### src/rtl/simple_processor_pkg.sv
// Shared types and widths for the simple processor datapath.
package simple_processor_pkg;

    localparam int ADDR_WIDTH = 32;
    localparam int DATA_WIDTH = 32;

    // Execution-stage function codes. Only LOAD and STORE touch data memory.
    typedef enum logic [2:0] {
        NOP   = 3'd0,
        ADD   = 3'd1,
        SUB   = 3'd2,
        LOAD  = 3'd3,
        STORE = 3'd4
    } func_t;

    // Data-memory access controller states.
    typedef enum logic [1:0] {
        IDLE   = 2'd0,
        ACCESS = 2'd1,
        DONE   = 2'd2,
        ERR    = 2'd3
    } dmem_state_t;

endpackage

### src/rtl/dmem_access_ctrl.sv
// Data-memory access controller: turns LOAD/STORE ops from the execution
// stage into a held dmem request, stalls the pipeline while the access is
// outstanding, and reports completion, load data, misalignment or timeout.
//
// Handshake: an op is taken when valid_i & ready_o and func_i is LOAD/STORE.
// The dmem side sees dmem_req_o held high with stable addr/we/wdata until a
// single-cycle dmem_ack_i; an ack seen outside ACCESS has no effect.
module dmem_access_ctrl
    import simple_processor_pkg::*;
#(
    parameter int ADDR_WIDTH     = simple_processor_pkg::ADDR_WIDTH,
    parameter int DATA_WIDTH     = simple_processor_pkg::DATA_WIDTH,
    parameter int TIMEOUT_CYCLES = 16
) (
    input  logic                  clk_i,
    input  logic                  rst_i,
    input  logic                  valid_i,
    input  func_t                 func_i,
    input  logic [ADDR_WIDTH-1:0] addr_i,
    input  logic [DATA_WIDTH-1:0] wdata_i,
    output logic                  ready_o,
    output logic                  stall_o,
    output logic                  done_o,
    output logic [DATA_WIDTH-1:0] rdata_o,
    output logic                  rdata_valid_o,
    output logic                  err_o,
    output logic                  dmem_req_o,
    output logic [ADDR_WIDTH-1:0] dmem_addr_o,
    output logic                  dmem_we_o,
    output logic [DATA_WIDTH-1:0] dmem_wdata_o,
    input  logic [DATA_WIDTH-1:0] dmem_rdata_i,
    input  logic                  dmem_ack_i
);

    // A zero timeout disables the counter; keep it at least one bit wide.
    localparam int TC_W = (TIMEOUT_CYCLES > 0) ? $clog2(TIMEOUT_CYCLES + 1) : 1;

    dmem_state_t           state_q, state_d;
    logic [TC_W-1:0]       tcnt_q, tcnt_d;
    logic [ADDR_WIDTH-1:0] addr_q;
    logic [DATA_WIDTH-1:0] wdata_q;
    logic                  we_q;
    logic [DATA_WIDTH-1:0] rdata_q;

    logic is_mem_op;
    logic accept;
    logic aligned;

    assign is_mem_op = (func_i == LOAD) || (func_i == STORE);
    assign ready_o   = (state_q == IDLE) || (state_q == DONE);
    assign accept    = valid_i && ready_o && is_mem_op;
    assign aligned   = (addr_i[1:0] == 2'b00);

    // Next-state and timeout counter.
    always_comb begin
        state_d = state_q;
        tcnt_d  = tcnt_q;
        case (state_q)
            IDLE, DONE: begin
                if (accept) begin
                    if (!aligned) begin
                        state_d = ERR;
                    end else begin
                        state_d = ACCESS;
                        tcnt_d  = '0;
                    end
                end else begin
                    state_d = IDLE;
                end
            end
            ACCESS: begin
                // Ack wins over a timeout reached in the same cycle.
                if (dmem_ack_i) begin
                    state_d = DONE;
                end else if (TIMEOUT_CYCLES != 0) begin
                    tcnt_d = tcnt_q + TC_W'(1);
                    if (tcnt_d == TC_W'(TIMEOUT_CYCLES)) begin
                        state_d = ERR;
                    end
                end
            end
            ERR: begin
                state_d = IDLE;
            end
            default: begin
                state_d = IDLE;
            end
        endcase
    end

    // State and timeout counter registers.
    always_ff @(posedge clk_i) begin
        if (rst_i) begin
            state_q <= IDLE;
            tcnt_q  <= '0;
        end else begin
            state_q <= state_d;
            tcnt_q  <= tcnt_d;
        end
    end

    // Request latch on accept of an aligned op; load data capture on ack.
    always_ff @(posedge clk_i) begin
        if (rst_i) begin
            addr_q  <= '0;
            wdata_q <= '0;
            we_q    <= 1'b0;
            rdata_q <= '0;
        end else begin
            if (accept && aligned) begin
                addr_q  <= addr_i;
                wdata_q <= wdata_i;
                we_q    <= (func_i == STORE);
            end
            if ((state_q == ACCESS) && dmem_ack_i && !we_q) begin
                rdata_q <= dmem_rdata_i;
            end
        end
    end

    // Request outputs are forced low outside ACCESS so dmem sees clean zeros.
    always_comb begin
        dmem_req_o    = (state_q == ACCESS);
        dmem_addr_o   = dmem_req_o ? addr_q  : '0;
        dmem_we_o     = dmem_req_o ? we_q    : 1'b0;
        dmem_wdata_o  = dmem_req_o ? wdata_q : '0;
        done_o        = (state_q == DONE);
        rdata_valid_o = (state_q == DONE) && !we_q;
        err_o         = (state_q == ERR);
        stall_o       = (state_q == ACCESS) || accept || (state_q == ERR);
        rdata_o       = rdata_q;
    end

endmodule

### config.mk
export PLATFORM = sky130hd
export DESIGN_NAME = dmem_access_ctrl
export DESIGN_NICKNAME = d
export VERILOG_FILES = /design/src/rtl/simple_processor_pkg.sv /design/src/rtl/dmem_access_ctrl.sv
export SDC_FILE = /design/constraint.sdc
export NUM_CORES = 1
export LEC_CHECK = 0
export CORE_MARGIN = 2
export CORE_UTILIZATION = 40
export CTS_BUF_LIST = sky130_fd_sc_hd__clkbuf_2
export DETAILED_ROUTE_END_ITERATION = 10
export MAX_ROUTING_LAYER = met4
export PLACE_DENSITY_LB_ADDON = 0.1
export SLEW_MARGIN = 15
export SYNTH_ARGS = -nofsm -noshare
export SYNTH_HDL_FRONTEND = slang
export SYNTH_SLANG_ARGS = --single-unit
### constraint.sdc
create_clock -name clk_i -period 1.5 [get_ports clk_i]
set_input_delay 0.15 -clock clk_i [delete_from_list [all_inputs] [get_ports clk_i]]
set_output_delay 0.15 -clock clk_i [all_outputs]
set_load 0.05 [all_outputs]
## Yosys cells after proc, flatten, opt, wreduce, memory -nomap -nowiden

Cells that the tools add are included.

| storage, ports and cells | value |
|---|---|
| bits in registers | 104 |
| input port bits | 103 |
| output and inout port bits | 103 |
| logic and storage cells | 45 |

| cells by class | value |
|---|---|
| $add $sub $neg | 1 |
| equality and inequality tests | 10 |
| multiplexer cells | 12 |
| reduce and logical (&&, ||, !) cells | 16 |

Operators by type and width:

| kind | number |
|---|---|
| two-way mux 32 bit | 2 |
| two-way mux 5 bit | 3 |
| case mux 5 bit (2 select lines) | 1 |
| two-way mux 2 bit | 4 |
| logical AND 1 bit | 6 |
| != test 2 bit (second input constant) | 3 |
| case mux 2 bit (3 select lines) | 1 |
| adder 5 x 1 -> 5 bit (second input constant) | 1 |
| == test 5 bit (second input constant) | 1 |
| == test 2 bit (second input constant) | 2 |
| logical NOT 2 bit | 2 |
| logical OR 1 bit | 4 |
| AND reduction 4 bit | 1 |
| == test 3 x 2 -> 1 bit (second input constant) | 1 |
| == test 3 bit (second input constant) | 1 |
| != test 3 x 1 -> 1 bit (second input constant) | 1 |
| == test 2 x 1 -> 1 bit (second input constant) | 1 |
| nonzero test 2 bit | 1 |
| OR reduction 2 bit | 1 |
| logical NOT 1 bit | 1 |
| two-way mux 1 bit | 1 |

## Logic depth before layout (Yosys ltp)

| logic depth | value |
|---|---|
| depth after elaboration | 6 |
| depth in mapped cells | 6 |
| gate-level depth less buffers | 5 |

## Worst setup path after synthesis

OpenSTA, ideal clock, no wires.

| timing path | value |
|---|---|
| kind | register to output |
| start | reg state_q[1] |
| end | out rdata_valid_o |
| data arrival time | 1951 ps |
| required time | 1350 ps |
| slack | -601 ps |
| stages on the path, launching flop included | 3 |
| buffers on the path | 0 |
| path through | dfxtp_1 nor2b_1 nor2b_1 |

| on the way | value |
|---|---|
| longest elaborated chain between the ends | 2 |

RTL lines:

| element | RTL line | text |
|---|---|---|
| from (decl) | dmem_access_ctrl.sv:38 | `dmem_state_t state_q, state_d;` |
| from (signal assigned) | dmem_access_ctrl.sv:97 | `state_q <= state_d;` |
| == test 2 bit | -- |  |
| named net done_o | dmem_access_ctrl.sv:23 | `output logic done_o,` |
| logical AND 1 bit | dmem_access_ctrl.sv:128 | `rdata_valid_o = (state_q == DONE) && !we_q;` |
| to (decl) | dmem_access_ctrl.sv:25 | `output logic rdata_valid_o,` |

The timed path passes the listed nets, and every way through them passes these cells.

## Final worst setup path

| timing path | value |
|---|---|
| start | reg state_q[1] |
| end | out dmem_wdata_o[7] |

| on the way | value |
|---|---|
| longest elaborated chain between the ends | 2 |

RTL lines:

| element | RTL line | text |
|---|---|---|
| == test 2 x 1 -> 1 bit | dmem_access_ctrl.sv:123 | `dmem_req_o = (state_q == ACCESS);` |
| two-way mux 32 bit | dmem_access_ctrl.sv:126 | `dmem_wdata_o = dmem_req_o ? wdata_q : '0;` |
| to (decl) | dmem_access_ctrl.sv:30 | `output logic [DATA_WIDTH-1:0] dmem_wdata_o,` |

No other way between the ends.

==> flow_metrics.env <==
export IMPL_status="finished, violations left"
export IMPL_failed_checks="setup timing"
export IMPL_final_max_slew_viol_count=0
export IMPL_dieArea_mm2=0.01245
export IMPL_grt_max_degree=42
export IMPL_power_share_sequential_pct=55.2
export IMPL_place_area_mm2=0.007590
export IMPL_areaGrowthSynthToFinish_pct=94.89
export IMPL_clockRootBuffer="clkbuf_2"
export IMPL_ys_flop_type="dfxtp_1"
export IMPL_powerDensity_mw_per_mm2=570.9
export IMPL_fill_cells=729
export IMPL_drcViolationCount=0
export IMPL_wl_um=16100
export IMPL_synth_edff_count=0
export IMPL_grt_use_total_pct=21.51
export IMPL_clockBufferDepth=2
export IMPL_dp_cells=868
export IMPL_utilization_pct=79.38
export IMPL_crit_arrival_ns=1.83
export IMPL_overflow=0
export IMPL_wl_per_cell_um=17.09
export IMPL_switchingPower_mw=1.442
export IMPL_syn_avg_cell_area_um2=8.560
export IMPL_clock_power_share_pct=27.5
export IMPL_cellLeakagePower_nw=3.301
export IMPL_end_kind="output port"
export IMPL_gp_routability_congestion=0.7852
export IMPL_dp_hpwl_um=9106
export IMPL_final_antenna_net_count=0
export IMPL_fin_area_mm2=0.009025
export IMPL_insertion_delay_ns=0.61
export IMPL_coreArea_mm2=0.01137
export IMPL_synth_nets=645
export IMPL_cp_required_ns=1.35
export IMPL_numCtsBuffers=9
export IMPL_clk_pin_slew_ns=0.31
export IMPL_vias=4737
export IMPL_fin_crit_ns=1.977
export IMPL_dr_pass1_iters=4
export IMPL_rsz0062_at_grt="true"
export IMPL_power_mw=5.152
export IMPL_drv_cap=0
export IMPL_yosysSeqAreaShare_pct=44.96
export IMPL_port_buffers=205
export IMPL_rr_startpoint="state_q[0]$_SDFFE_PP0P_"
export IMPL_h_tree_depth=3
export IMPL_crit_path_start="state_q[1]$_SDFFE_PP0P_"
export IMPL_nNetsFinal=897
export IMPL_die_h_um=111.6
export IMPL_p_comb_share_pct=17.3
export IMPL_holdCritStartpoint="dmem_rdata_i[19]"
export IMPL_min_path_type="in -> reg"
export IMPL_finalCritPeriodShare_pct=131.8
export IMPL_finalSetupViolCount=171
export IMPL_swShare_pct=27.99
export IMPL_p_int_mw=3.710
export IMPL_first_global_vias=4420
export IMPL_synth_cell_area_mm2=0.004631
export IMPL_drt_iter0_markers=219
export IMPL_layout_cells_non_filler=942
export IMPL_vdd_drop_max_v=0.0004174
export IMPL_die_w_um=111.6
export IMPL_worst_pin_slew_ns=0.4860
export IMPL_ios=206
export IMPL_path_class="reg -> out"
export IMPL_crit_path_start_kind="register"
export IMPL_grt_pass1_wl_um=21170
export IMPL_worst_slack_ns=-0.4773
export IMPL_antenna_found_initial=1
export IMPL_ys_ff_latch=104
export IMPL_finalClockSkew_ns=0.02185
export IMPL_max_slew_margin_rel_pct=67.47
export IMPL_max_freq_mhz=505.7
export IMPL_layout_common_cells="102 x dfxtp_1, 101 x clkdlybuf4s50_1, 86 x buf_12"
export IMPL_avgViaCountPerCell=5.029
export IMPL_async_flop_share_pct=0
export IMPL_start_util_pct=40.73
export IMPL_cts_sinks=104
export IMPL_drive_above_1_share_pct=55.64
export IMPL_hold_viol_final=0
export IMPL_whs_ns=0.02670
export IMPL_final_common_cell="dfxtp_1"
export IMPL_cts_tree="yes"
export IMPL_synth_cells=541
export IMPL_yosysUniqueCellTypes=36
export IMPL_rows=39
export IMPL_yosys_warnings=0
export IMPL_crit_fanout=17
kinds of logic after synthesis:
kind of cell,count (synthesis),share of synthesized area [%]
adders and majority gates,1,0.2702
AOI/OAI and AO/OA,111,17.13
buffers and inverters,43,6.160
and+or+nand+nor,280,31.10
DFF,104,44.96
xor gates and xnor gates,2,0.3783
Yosys cell counts (3+ instances only):
cell type,count,area [um2]
buf_12,6,120.1
clkbuf_1,19,71.32
o31ai_1,4,30.03
and2_1,67,419.2
nand2_1,145,544.3
a21oi_1,48,240.2
buf_2,12,60.06
a21oi_2,50,437.9
buf_4,3,22.52
nand2_2,50,312.8
dfxtp_1,104,2082
nand4b_1,4,35.03
nor2b_1,4,25.02
final timing paths:
kind / endpoint / slack, ns / cells past startpoint
min: rdata_o[19]$_SDFFE_PP0P_ / 0.03 / 3
min reg2reg: wdata_q[0]$_SDFFE_PP0P_ / 0.47 / 2
max reg2reg: tcnt_q[2]$_SDFFE_PP0P_ / -0.19 / 8
max: dmem_wdata_o[7] / -0.48 / 5
stage by stage:
| stage | setup slack (ns) | setup TNS, ns |
|---|---|---|
| 2_1_floorplan | -0.1120 | -0.1120 |
| 3_3_place_gp | -0.1911 | -10.30 |
| 3_5_place_dp | -0.2241 | -11.46 |
| 4_1_cts | -0.4989 | -39.24 |
| 5_1_grt | -0.5541 | -52.19 |
| 6_report | -0.4773 | -40.98 |
critical path, stage by stage (launching register included):
cell and delay (ns):
dfxtp_4 0.44, nor2b_4 0.18, buf_12 0.15, buf_12 0.13, and2_2 0.17, buf_12 0.13
power groups by stage:
stage                     Sequential, mW  Combinational, mW  Clock, mW
after global placement              2.88              0.700          0
after CTS                           2.84              0.783       1.45
final                               2.84              0.891       1.42
after floorplan                     2.93              0.233          0
after detailed placement            2.88              0.708          0
after global routing                2.85              0.934       1.56
routing by layer:
layer	vias up	share of wire [%]	track usage [%]
met1	2270	39	25.30
met5	-	0	-
met4	0	2.4	9.053
met3	32	6.2	5.117
li1	2255	-	-
met2	180	52	35.37
registers in the layout, indices dropped and copies added, names as in the netlist:
name / cells
addr_q: 32
rdata_o: 32
wdata_q: 32
tcnt_q: 5
state_q: 2
we_q: 1
repair_timing:
action / in CTS / in global routing
setup endpoints to repair: 71 / 171
hold endpoints to repair: 26 / 1
setup buffers: 9 / 13
gates cloned: 1 / 20
gates resized for setup: 38 / 158
hold buffers: 15 / 1
pin swaps: 5 / 24
area by class of cell:
| cell class | count | area (um2) | area share (%) |
|---|---|---|---|
| inverters | 3 | 16.27 | 0.1802 |
| repair buffers | 280 | 3731 | 41.34 |
| clock inverters | 7 | 77.57 | 0.8596 |
| flip-flops and latches | 104 | 2090 | 23.15 |
| diodes | 1 | 2.502 | 0.02773 |
| clock buffers | 9 | 45.04 | 0.4991 |
| multi-input cells | 395 | 2884 | 31.96 |
| well taps | 143 | 178.9 | 1.983 |
Power figures use the tool's default switching activity.
